<file path="src/rtl/alu_seq_ctrl_if.sv">
// alu_seq_ctrl_if
// Bundles the decode-side handshake and the datapath control outputs of the
// ALU sequencer so that decode, sequencer and bench share one connection.
//   Decode -> sequencer : start, op_class[2:0], alu_func[2:0], zero
//   Sequencer -> datapath: alu_src_a[1:0], alu_src_b[1:0], alu_op[2:0],
//                          pc_write, ir_write, alu_out_write, reg_write,
//                          pc_src, busy, done, error
// The master modport is the decode side; the slave modport is the sequencer.
interface alu_seq_ctrl_if;
   logic       start;
   logic [2:0] op_class;
   logic [2:0] alu_func;
   logic       zero;
   logic [1:0] alu_src_a;
   logic [1:0] alu_src_b;
   logic [2:0] alu_op;
   logic       pc_write;
   logic       ir_write;
   logic       alu_out_write;
   logic       reg_write;
   logic       pc_src;
   logic       busy;
   logic       done;
   logic       error;

   modport master (
      output start, op_class, alu_func, zero,
      input  alu_src_a, alu_src_b, alu_op, pc_write, ir_write,
             alu_out_write, reg_write, pc_src, busy, done, error
   );

   modport slave (
      input  start, op_class, alu_func, zero,
      output alu_src_a, alu_src_b, alu_op, pc_write, ir_write,
             alu_out_write, reg_write, pc_src, busy, done, error
   );
endinterface

</file>
<file path="src/rtl/alu_seq_ctrl.sv">
// alu_seq_ctrl
// Multicycle sequencer driving the ALU source selects, ALU operation and the
// register write strobes for one instruction per start/done handshake.
// Ports:
//   clk    - system clock, all state changes on the rising edge
//   reset  - synchronous active-high reset, returns to IDLE with outputs 0
//   bus    - alu_seq_ctrl_if.slave: start/op_class/alu_func/zero in,
//            selects, alu_op, strobes, pc_src, busy, done, error out
// Sequences (start sampled in IDLE):
//   ALU classes 0/1/2/4 : FETCH, DECODE, EXEC, WB, DONE
//   branch class 3      : FETCH, DECODE, BRANCH, DONE
//   illegal classes 5-7 : FETCH, DECODE, ERR
module alu_seq_ctrl (
   input  logic          clk,
   input  logic          reset,
   alu_seq_ctrl_if.slave bus
);

   typedef enum logic [2:0] {
      S_IDLE,
      S_FETCH,
      S_DECODE,
      S_EXEC,
      S_WB,
      S_BRANCH,
      S_DONE,
      S_ERR
   } state_t;

   localparam logic [2:0] OP_ADD    = 3'd0;
   localparam logic [2:0] OP_SUB    = 3'd1;
   localparam logic [2:0] OP_PASS_A = 3'd4;

   state_t     state_q;
   state_t     state_nxt;
   logic [2:0] cls_q;
   logic [2:0] cls_nxt;
   logic [2:0] fn_q;
   logic [2:0] fn_nxt;

   logic [1:0] src_a_q, src_a_nxt;
   logic [1:0] src_b_q, src_b_nxt;
   logic [2:0] alu_op_q, alu_op_nxt;
   logic       pc_write_q, pc_write_nxt;
   logic       ir_write_q, ir_write_nxt;
   logic       alu_out_write_q, alu_out_write_nxt;
   logic       reg_write_q, reg_write_nxt;
   logic       pc_src_q, pc_src_nxt;
   logic       busy_q, busy_nxt;
   logic       done_q, done_nxt;
   logic       error_q, error_nxt;

   // Next-state selection. The instruction class and ALU function are only
   // captured on the way out of DECODE and held until the next DECODE, so
   // changes on op_class/alu_func at any other time have no effect.
   always_comb begin
      state_nxt = state_q;
      cls_nxt   = cls_q;
      fn_nxt    = fn_q;
      case (state_q)
         S_IDLE:   if (bus.start) state_nxt = S_FETCH;
         S_FETCH:  state_nxt = S_DECODE;
         S_DECODE: begin
            cls_nxt = bus.op_class;
            fn_nxt  = bus.alu_func;
            case (bus.op_class)
               3'd0, 3'd1, 3'd2, 3'd4: state_nxt = S_EXEC;
               3'd3:                   state_nxt = S_BRANCH;
               default:                state_nxt = S_ERR;
            endcase
         end
         S_EXEC:   state_nxt = S_WB;
         S_WB:     state_nxt = S_DONE;
         S_BRANCH: state_nxt = S_DONE;
         S_DONE:   state_nxt = S_IDLE;
         S_ERR:    state_nxt = S_IDLE;
         default:  state_nxt = S_IDLE;
      endcase
   end

   // Output decode for the state about to be entered. Registering these
   // values alongside the state gives Moore outputs with no decode glitches.
   // EXEC uses the class/function being latched on the same edge, so the
   // first EXEC cycle already reflects the freshly decoded instruction.
   always_comb begin
      src_a_nxt         = 2'd0;
      src_b_nxt         = 2'd0;
      alu_op_nxt        = OP_ADD;
      pc_write_nxt      = 1'b0;
      ir_write_nxt      = 1'b0;
      alu_out_write_nxt = 1'b0;
      reg_write_nxt     = 1'b0;
      pc_src_nxt        = 1'b0;
      done_nxt          = 1'b0;
      error_nxt         = 1'b0;
      busy_nxt          = (state_nxt != S_IDLE);
      case (state_nxt)
         S_FETCH: begin
            src_b_nxt    = 2'd1;
            pc_write_nxt = 1'b1;
            ir_write_nxt = 1'b1;
         end
         S_DECODE: begin
            src_b_nxt         = 2'd3;
            alu_out_write_nxt = 1'b1;
         end
         S_EXEC: begin
            alu_out_write_nxt = 1'b1;
            case (cls_nxt)
               3'd0: begin
                  src_a_nxt  = 2'd1;
                  alu_op_nxt = fn_nxt;
               end
               3'd1: begin
                  src_a_nxt  = 2'd1;
                  src_b_nxt  = 2'd2;
                  alu_op_nxt = fn_nxt;
               end
               3'd2: begin
                  src_a_nxt  = 2'd2;
                  alu_op_nxt = OP_PASS_A;
               end
               3'd4: begin
                  src_a_nxt = 2'd3;
                  src_b_nxt = 2'd1;
               end
               default: begin
                  src_a_nxt = 2'd0;
               end
            endcase
         end
         S_WB:     reg_write_nxt = 1'b1;
         S_BRANCH: begin
            src_a_nxt  = 2'd1;
            alu_op_nxt = OP_SUB;
            pc_src_nxt = 1'b1;
         end
         S_DONE:   done_nxt  = 1'b1;
         S_ERR:    error_nxt = 1'b1;
         default:  busy_nxt  = (state_nxt != S_IDLE);
      endcase
   end

   // State, latched instruction fields and registered outputs. Reset wins
   // over everything, abandoning any in-flight instruction immediately.
   always_ff @(posedge clk) begin
      if (reset) begin
         state_q         <= S_IDLE;
         cls_q           <= 3'd0;
         fn_q            <= 3'd0;
         src_a_q         <= 2'd0;
         src_b_q         <= 2'd0;
         alu_op_q        <= 3'd0;
         pc_write_q      <= 1'b0;
         ir_write_q      <= 1'b0;
         alu_out_write_q <= 1'b0;
         reg_write_q     <= 1'b0;
         pc_src_q        <= 1'b0;
         busy_q          <= 1'b0;
         done_q          <= 1'b0;
         error_q         <= 1'b0;
      end else begin
         state_q         <= state_nxt;
         cls_q           <= cls_nxt;
         fn_q            <= fn_nxt;
         src_a_q         <= src_a_nxt;
         src_b_q         <= src_b_nxt;
         alu_op_q        <= alu_op_nxt;
         pc_write_q      <= pc_write_nxt;
         ir_write_q      <= ir_write_nxt;
         alu_out_write_q <= alu_out_write_nxt;
         reg_write_q     <= reg_write_nxt;
         pc_src_q        <= pc_src_nxt;
         busy_q          <= busy_nxt;
         done_q          <= done_nxt;
         error_q         <= error_nxt;
      end
   end

   // The branch PC write depends on the live ALU zero flag of the compare
   // being performed in BRANCH, so it is the one output not fully registered.
   always_comb begin
      bus.pc_write = pc_write_q | ((state_q == S_BRANCH) & bus.zero);
   end

   assign bus.alu_src_a     = src_a_q;
   assign bus.alu_src_b     = src_b_q;
   assign bus.alu_op        = alu_op_q;
   assign bus.ir_write      = ir_write_q;
   assign bus.alu_out_write = alu_out_write_q;
   assign bus.reg_write     = reg_write_q;
   assign bus.pc_src        = pc_src_q;
   assign bus.busy          = busy_q;
   assign bus.done          = done_q;
   assign bus.error         = error_q;

endmodule

</file>
<file path="src/flat_wrapper.sv">
// flat-port wrapper written by rule: the top's interface ports become plain ports
module alu_seq_ctrl_flat 
  (clk, reset, bus_start, bus_op_class, bus_alu_func, bus_zero, bus_alu_src_a, bus_alu_src_b, bus_alu_op, bus_pc_write, bus_ir_write, bus_alu_out_write, bus_reg_write, bus_pc_src, bus_busy, bus_done, bus_error);
  alu_seq_ctrl_if bus_i ();
  input  logic clk;
  input  logic reset;
  input wire logic [$bits(bus_i.start)-1:0] bus_start;
  input wire logic [$bits(bus_i.op_class)-1:0] bus_op_class;
  input wire logic [$bits(bus_i.alu_func)-1:0] bus_alu_func;
  input wire logic [$bits(bus_i.zero)-1:0] bus_zero;
  output wire logic [$bits(bus_i.alu_src_a)-1:0] bus_alu_src_a;
  output wire logic [$bits(bus_i.alu_src_b)-1:0] bus_alu_src_b;
  output wire logic [$bits(bus_i.alu_op)-1:0] bus_alu_op;
  output wire logic [$bits(bus_i.pc_write)-1:0] bus_pc_write;
  output wire logic [$bits(bus_i.ir_write)-1:0] bus_ir_write;
  output wire logic [$bits(bus_i.alu_out_write)-1:0] bus_alu_out_write;
  output wire logic [$bits(bus_i.reg_write)-1:0] bus_reg_write;
  output wire logic [$bits(bus_i.pc_src)-1:0] bus_pc_src;
  output wire logic [$bits(bus_i.busy)-1:0] bus_busy;
  output wire logic [$bits(bus_i.done)-1:0] bus_done;
  output wire logic [$bits(bus_i.error)-1:0] bus_error;
  assign bus_i.start = bus_start;
  assign bus_i.op_class = bus_op_class;
  assign bus_i.alu_func = bus_alu_func;
  assign bus_i.zero = bus_zero;
  assign bus_alu_src_a = bus_i.alu_src_a;
  assign bus_alu_src_b = bus_i.alu_src_b;
  assign bus_alu_op = bus_i.alu_op;
  assign bus_pc_write = bus_i.pc_write;
  assign bus_ir_write = bus_i.ir_write;
  assign bus_alu_out_write = bus_i.alu_out_write;
  assign bus_reg_write = bus_i.reg_write;
  assign bus_pc_src = bus_i.pc_src;
  assign bus_busy = bus_i.busy;
  assign bus_done = bus_i.done;
  assign bus_error = bus_i.error;
  alu_seq_ctrl u_core (.clk(clk), .reset(reset), .bus(bus_i));
endmodule
</file>
<file path="config.mk">
export PLATFORM = sky130hd
export DESIGN_NAME = alu_seq_ctrl_flat
export DESIGN_NICKNAME = d
export VERILOG_FILES = /design/src/rtl/alu_seq_ctrl_if.sv /design/src/rtl/alu_seq_ctrl.sv /design/src/flat_wrapper.sv
export SDC_FILE = /design/constraint.sdc
export NUM_CORES = 1
export LEC_CHECK = 0
export CELL_PAD_IN_SITES_DETAIL_PLACEMENT = 0
export CELL_PAD_IN_SITES_GLOBAL_PLACEMENT = 1
export CORE_MARGIN = 8
export CORE_UTILIZATION = 38
export DETAILED_ROUTE_END_ITERATION = 16
export DONT_BUFFER_PORTS = 1
export PLACE_DENSITY_LB_ADDON = 0.1
export SYNTH_ARGS = -nofsm -noshare
export SYNTH_HDL_FRONTEND = slang
export SYNTH_SLANG_ARGS = --single-unit
</file>
<file path="constraint.sdc">
create_clock -name clk -period 1.3 [get_ports clk]
set_input_delay 0.195 -clock clk [delete_from_list [all_inputs] [get_ports clk]]
set_output_delay 0.195 -clock clk [all_outputs]
set_load 0.05 [all_outputs]
</file>
Word level (Yosys, flattened, before mapping)

Index checks and enable logic that the tools add are counted.
Widths: inputs -> output; s select.

Bits in registers: 23
Input port bits: 10
Output and inout port bits: 15
Word-level logic and storage cells: 62

Equal/unequal tests: 21
Mux-type cells: 17
Bitwise operators: 2
Reduce and logical (&&, ||, !) cells: 9

Operator list:

| cell               | count |
|---|---|
| $eq 3x3->1 const B | 10 |
| $eq 3x2->1 const B | 7 |
| $pmux 3 s2         | 3 |
| $pmux 3 s6         | 1 |
| $eq 3x1->1 const B | 4 |
| $pmux 2 s3         | 2 |
| $logic_not 3->1    | 3 |
| $mux 3             | 3 |
| $pmux 2 s2         | 2 |
| $reduce_or 2->1    | 4 |
| $mux 1             | 6 |
| $reduce_or 4->1    | 1 |
| $reduce_bool 3->1  | 1 |
| $and 1x1->1        | 1 |
| $or 1x1->1         | 1 |

Longest topological paths before layout

Depth after elaboration: 7
Depth in mapped cells: 5
Gate-level depth less buffers: 4

Worst setup path after synthesis

OpenSTA, ideal clock, no wires.

Path type: register -> register
Start point: register u_core.state_q[0]
End point: register u_core.src_a_q[0] (netlist: u_core.bus.alu_src_a[0])
Arrival: 1,285 ps
Required time: 1,180 ps
Slack: -105 ps
Cell stages (with the launch flop): 6
Clock period less this slack: 1,405 ps
Cell sequence: dfxtp_1 -> buf_6 -> or3b_4 -> o211ai_2 -> a211oi_1 -> or2_1

Longest elaborated chain between the ends: 6
Elaborated cells between the ends (all ways): 22
Those cells by class: eq/ne: 12; mux: 5; reduce/logical: 5

RTL lines:

| item                                          | line                | RTL |
|---|---|---|
| start: declaration                            | alu_seq_ctrl.sv:34  | `state_t state_q;` |
| start signal: assignment                      | alu_seq_ctrl.sv:163 | `state_q <= state_nxt;` |
| $eq 3x2->1                                    | alu_seq_ctrl.sv:60  | `case (state_q)` |
| $mux 3                                        | alu_seq_ctrl.sv:60  |  |
| $eq 3x1->1 or $logic_not 3->1 (tied branches) | alu_seq_ctrl.sv:109 | `case (cls_nxt)` |
| $reduce_or 2->1 (no line)                     | --                  |  |
| $pmux 2 s3                                    | alu_seq_ctrl.sv:109 |  |
| $pmux 2 s2 *                                  | alu_seq_ctrl.sv:97  | `case (state_nxt)` |
| end signal: assignment                        | alu_seq_ctrl.sv:166 | `src_a_q <= src_a_nxt;` |
| end: declaration                              | alu_seq_ctrl.sv:41  | `logic [1:0] src_a_q, src_a_nxt;` |

Every way passes the cells marked *; elsewhere a longest branch is shown, timed or not.
A chain may end at the register's enable or synchronous reset.

Worst setup path in the final report

Start point: register u_core.state_q[1]
End point: register u_core.alu_op_q[0] (netlist: u_core.bus.alu_op[0])

Longest elaborated chain between the ends: 6
Elaborated cells between the ends (all ways): 22
Those cells by class: eq/ne: 11; mux: 6; reduce/logical: 5

RTL lines:

| item                                          | line                | RTL |
|---|---|---|
| $eq 3x2->1                                    | alu_seq_ctrl.sv:60  |  |
| $mux 3                                        | alu_seq_ctrl.sv:60  |  |
| $eq 3x1->1 or $logic_not 3->1 (tied branches) | alu_seq_ctrl.sv:109 |  |
| $reduce_or 2->1 (no line)                     | --                  |  |
| $pmux 3 s2                                    | alu_seq_ctrl.sv:109 |  |
| $pmux 3 s2 *                                  | alu_seq_ctrl.sv:97  |  |
| end signal: assignment                        | alu_seq_ctrl.sv:168 | `alu_op_q <= alu_op_nxt;` |
| end: declaration                              | alu_seq_ctrl.sv:43  | `logic [2:0] alu_op_q, alu_op_nxt;` |

Marked as above.

==> metrics.cfg <==
[cells_and_area]
regArea_sq_um = 344.1
fin_cells = 108
multi_input_comb_area_sq_um = 380.4
diodes = 0
fin_nets = 92
postLayoutCellArea_sq_um = 937.1
nFillCells = 190
drive_gt1_share_pct = 49.38
area_growth_pct = 28.03

[floorplanning]
boundaryPins = 25
dieWidth_um = 59.89
die_h_um = 59.89
coreArea_sq_um = 1882
num_rows = 16
die_area_sq_um = 3587
start_util_pct = 38.90

[logic_synthesis]
synth_top_area_share_pct = 46.50
synthFlopType = dfxtp_1
synth.distinct_cells = 33
postSynth.asyncResetShare_pct = 0
synth_edf_count = 0
seq_area_frac_synth_pct = 46.50
yosysMostFrequentCell = dfxtp_1
synth_warnings = 0
avgSynthCellArea_sq_um = 10.76
synthTopCellsByCount = 17 x dfxtp_1, 6 x nor2_1, 5 x nor4_1
synth.area.top_cells = dfxtp_1 46%, buf_6 6.2%, nor4_1 4.3%
syn_area_sq_um = 732.0
synth.ff_latch_count = 17
synthCells = 68
synth_nets = 78
synth_top_area_cell = dfxtp_1

[drt]
first_iter_violations = 7
vias = 560
totalWireLength_mm = 1.755
drtPass1Iterations = 4
drc = 0
postRouteAntennaNets = 0
via_per_inst = 5.185
wire_per_inst_um = 16.25

[placement]
port-buffer-count = 0
dp_hpwl_mm = 1.198
gp_congestion = 0.7960
place_area_sq_um = 787.0
dp.cells = 98

[pwr]
cellPowerDensity_nw_per_um2 = 1719
p_leak_nw = 0.3514
peakVddDrop_mv = 0.8005

[sta]
finalWorstSetupSlack_ns = -0.05416
max_slew.worst_pin.slew_ns = 0.4889
fmax_mhz = 738.5
fin_hold_ws_ns = 0.05043
drv_slew = 0
skew_ns = 0.002201
fin_setup_tns_ns = -0.1198
relSlewSlack_pct = 67.36
rsz0062_at_grt = yes
setup_violations = 3
period_share_pct = 104.2
timing.final.hold_violations = 0
timing.final.crit_period_ns = 1.354

[clocking]
clk_pin_slew_ns = 0.09
cts_tree = built
numCtsBuffers = 3
clk_path_buf_depth = 2
root_buffer = clkbuf_4
cts.sinks = 17
clkLatencyLatePin_ns = 0.29
htree_levels = 1

[critical_path]
cpPeakStageDelay_ns = 0.41
cp_max_fo = 3
rr_worst_depth = 4
worstPathArrival_ns = 1.54
r2r_slack_ns = -0.05
worstSetupPathType = register to register
crit_required_ns = 1.49
cp_top_family = compound AO/OA/AOI/OAI gates
path_buf_inv = 0
timing.rr.start = u_core.state_q[1]$_SDFF_PP0_
r2r-end = u_core.bus.alu_op[0]$_SDFF_PP0_
end_kind = register
crit_slowest_cell = or3b_4
worstPathCellList = or3b_4 -> o211ai_4 -> a211oi_2 -> a31o_2
startpoint_type = register

[grt]
grt.overflow.total = 0
grt_max_degree = 10
busiest_layer = met2
use_met2_pct = 14.62
grt_pass1_wl_mm = 2.704
grt.total_usage_pct = 10.39
use_met1_pct = 11.53
use_met3_pct = 4.946
grt_pass1_vias = 570
antenna_found_initial = 0

[flow_run]
maxCapViolations = 0

[outcome]
violations = setup timing
run_status = finished with violations

[min_path]
min_path_type = input port to register
holdPathEnd = u_core.bus.alu_op[1]$_SDFF_PP0_
min_delay_path_depth = 1
hp-start = bus_alu_func[1]

[placed cells by master, fill, tap and decap left out, types with 2 or more instances in the layout]
cell type      Yosys  layout
a211oi_1           3       2
a21oi_2            1       2
buf_4              1      11
buf_6              4       3
clkbuf_4           0       3
dfxtp_1           17      14
dfxtp_2            0       3
dlygate4sd3_1      0       3
nor2_1             6       5
nor2b_1            2       2
nor3b_1            2       2
nor4_1             5       2
nor4_2             0       3
o21ai_0            3       3
[metal layers]
layer  part of all wire [%]  up-vias  wire, um
met5                      0        -         0
met4                    2.3        0        41
li1                       -      269         -
met2                     44       22       772
met3                     11        5       187
met1                     43      264       753
[state kept, by name, summed over array words and instances, names as in the netlist]
register and flops:
u_core.bus.pc_src 1, u_core.pc_write_q 1, u_core.bus.reg_write 1, u_core.bus.alu_out_write 1, u_core.bus.alu_src_a 2, u_core.bus.alu_op 3
u_core.bus.alu_src_b 2, u_core.state_q 3, u_core.bus.busy 1, u_core.bus.error 1, u_core.bus.done 1
[cell type report]
cell class                      instances  share of cell area (%)
Inverter                                1                  0.6676
Multi-Input combinational cell         42                   40.59
Tap cell                               27                   3.605
Timing Repair Buffer                   17                   15.62
Sequential cell                        17                   36.72
Clock buffer                            4                   2.804
[report_power, final]
| group | total (mW) | internal, mW | switching (mW) |
|---|---|---|---|
| clock | 0.276 | 0.119 | 0.156 |
| combinational | 0.545 | 0.259 | 0.285 |
| sequential | 0.791 | 0.595 | 0.195 |
[stage by stage]
stage,total power [mW],util [%],setup WS (ns)
global placement,1.230,41.82,-0.02657
detailed placement,1.227,41.82,-0.02491
finish,1.611,49.80,-0.05416
floorplan,1.122,-,-0.03984
CTS,1.572,47.47,-0.02691
global route,1.689,49.80,-0.09272
[worst max path at each step]
| stage | start | end | slack [ns] | cells after the start |
|---|---|---|---|---|
| 2_1_floorplan | u_core.state_q[0]$_SDFF_PP0_ | u_core.bus.alu_src_a[0]$_SDFF_PP0_ | -0.04 | 5 |
| 3_3_place_gp | u_core.state_q[0]$_SDFF_PP0_ | u_core.bus.alu_op[0]$_SDFF_PP0_ | -0.03 | 4 |
| 3_5_place_dp | u_core.state_q[0]$_SDFF_PP0_ | u_core.bus.alu_src_a[0]$_SDFF_PP0_ | -0.02 | 4 |
| 4_1_cts | u_core.state_q[1]$_SDFF_PP0_ | u_core.bus.alu_op[0]$_SDFF_PP0_ | -0.03 | 4 |
| 5_1_grt | u_core.state_q[1]$_SDFF_PP0_ | u_core.bus.alu_src_a[0]$_SDFF_PP0_ | -0.09 | 4 |
| 6_report | u_core.state_q[1]$_SDFF_PP0_ | u_core.bus.alu_op[0]$_SDFF_PP0_ | -0.05 | 4 |
[timing repair]
item                                   in CTS  in global routing
setup buffers                               4                  0
endpoints found under the hold margin       7                  0
pin swaps                                   1                  2
setup endpoints to repair                   3                  9
gates resized for setup                     9                  8
hold buffers                                3                  0
[cell families after synthesis]
logic type	synth area share, %
adder cells (fa/ha/maj)	1.538
flip-flops	46.50
XOR/XNOR	1.197
buffers and inverters	9.572
AO/OA/AOI/OAI	19.14
AND/OR/NAND/NOR	22.05
(Power assumes the default switching activity.)
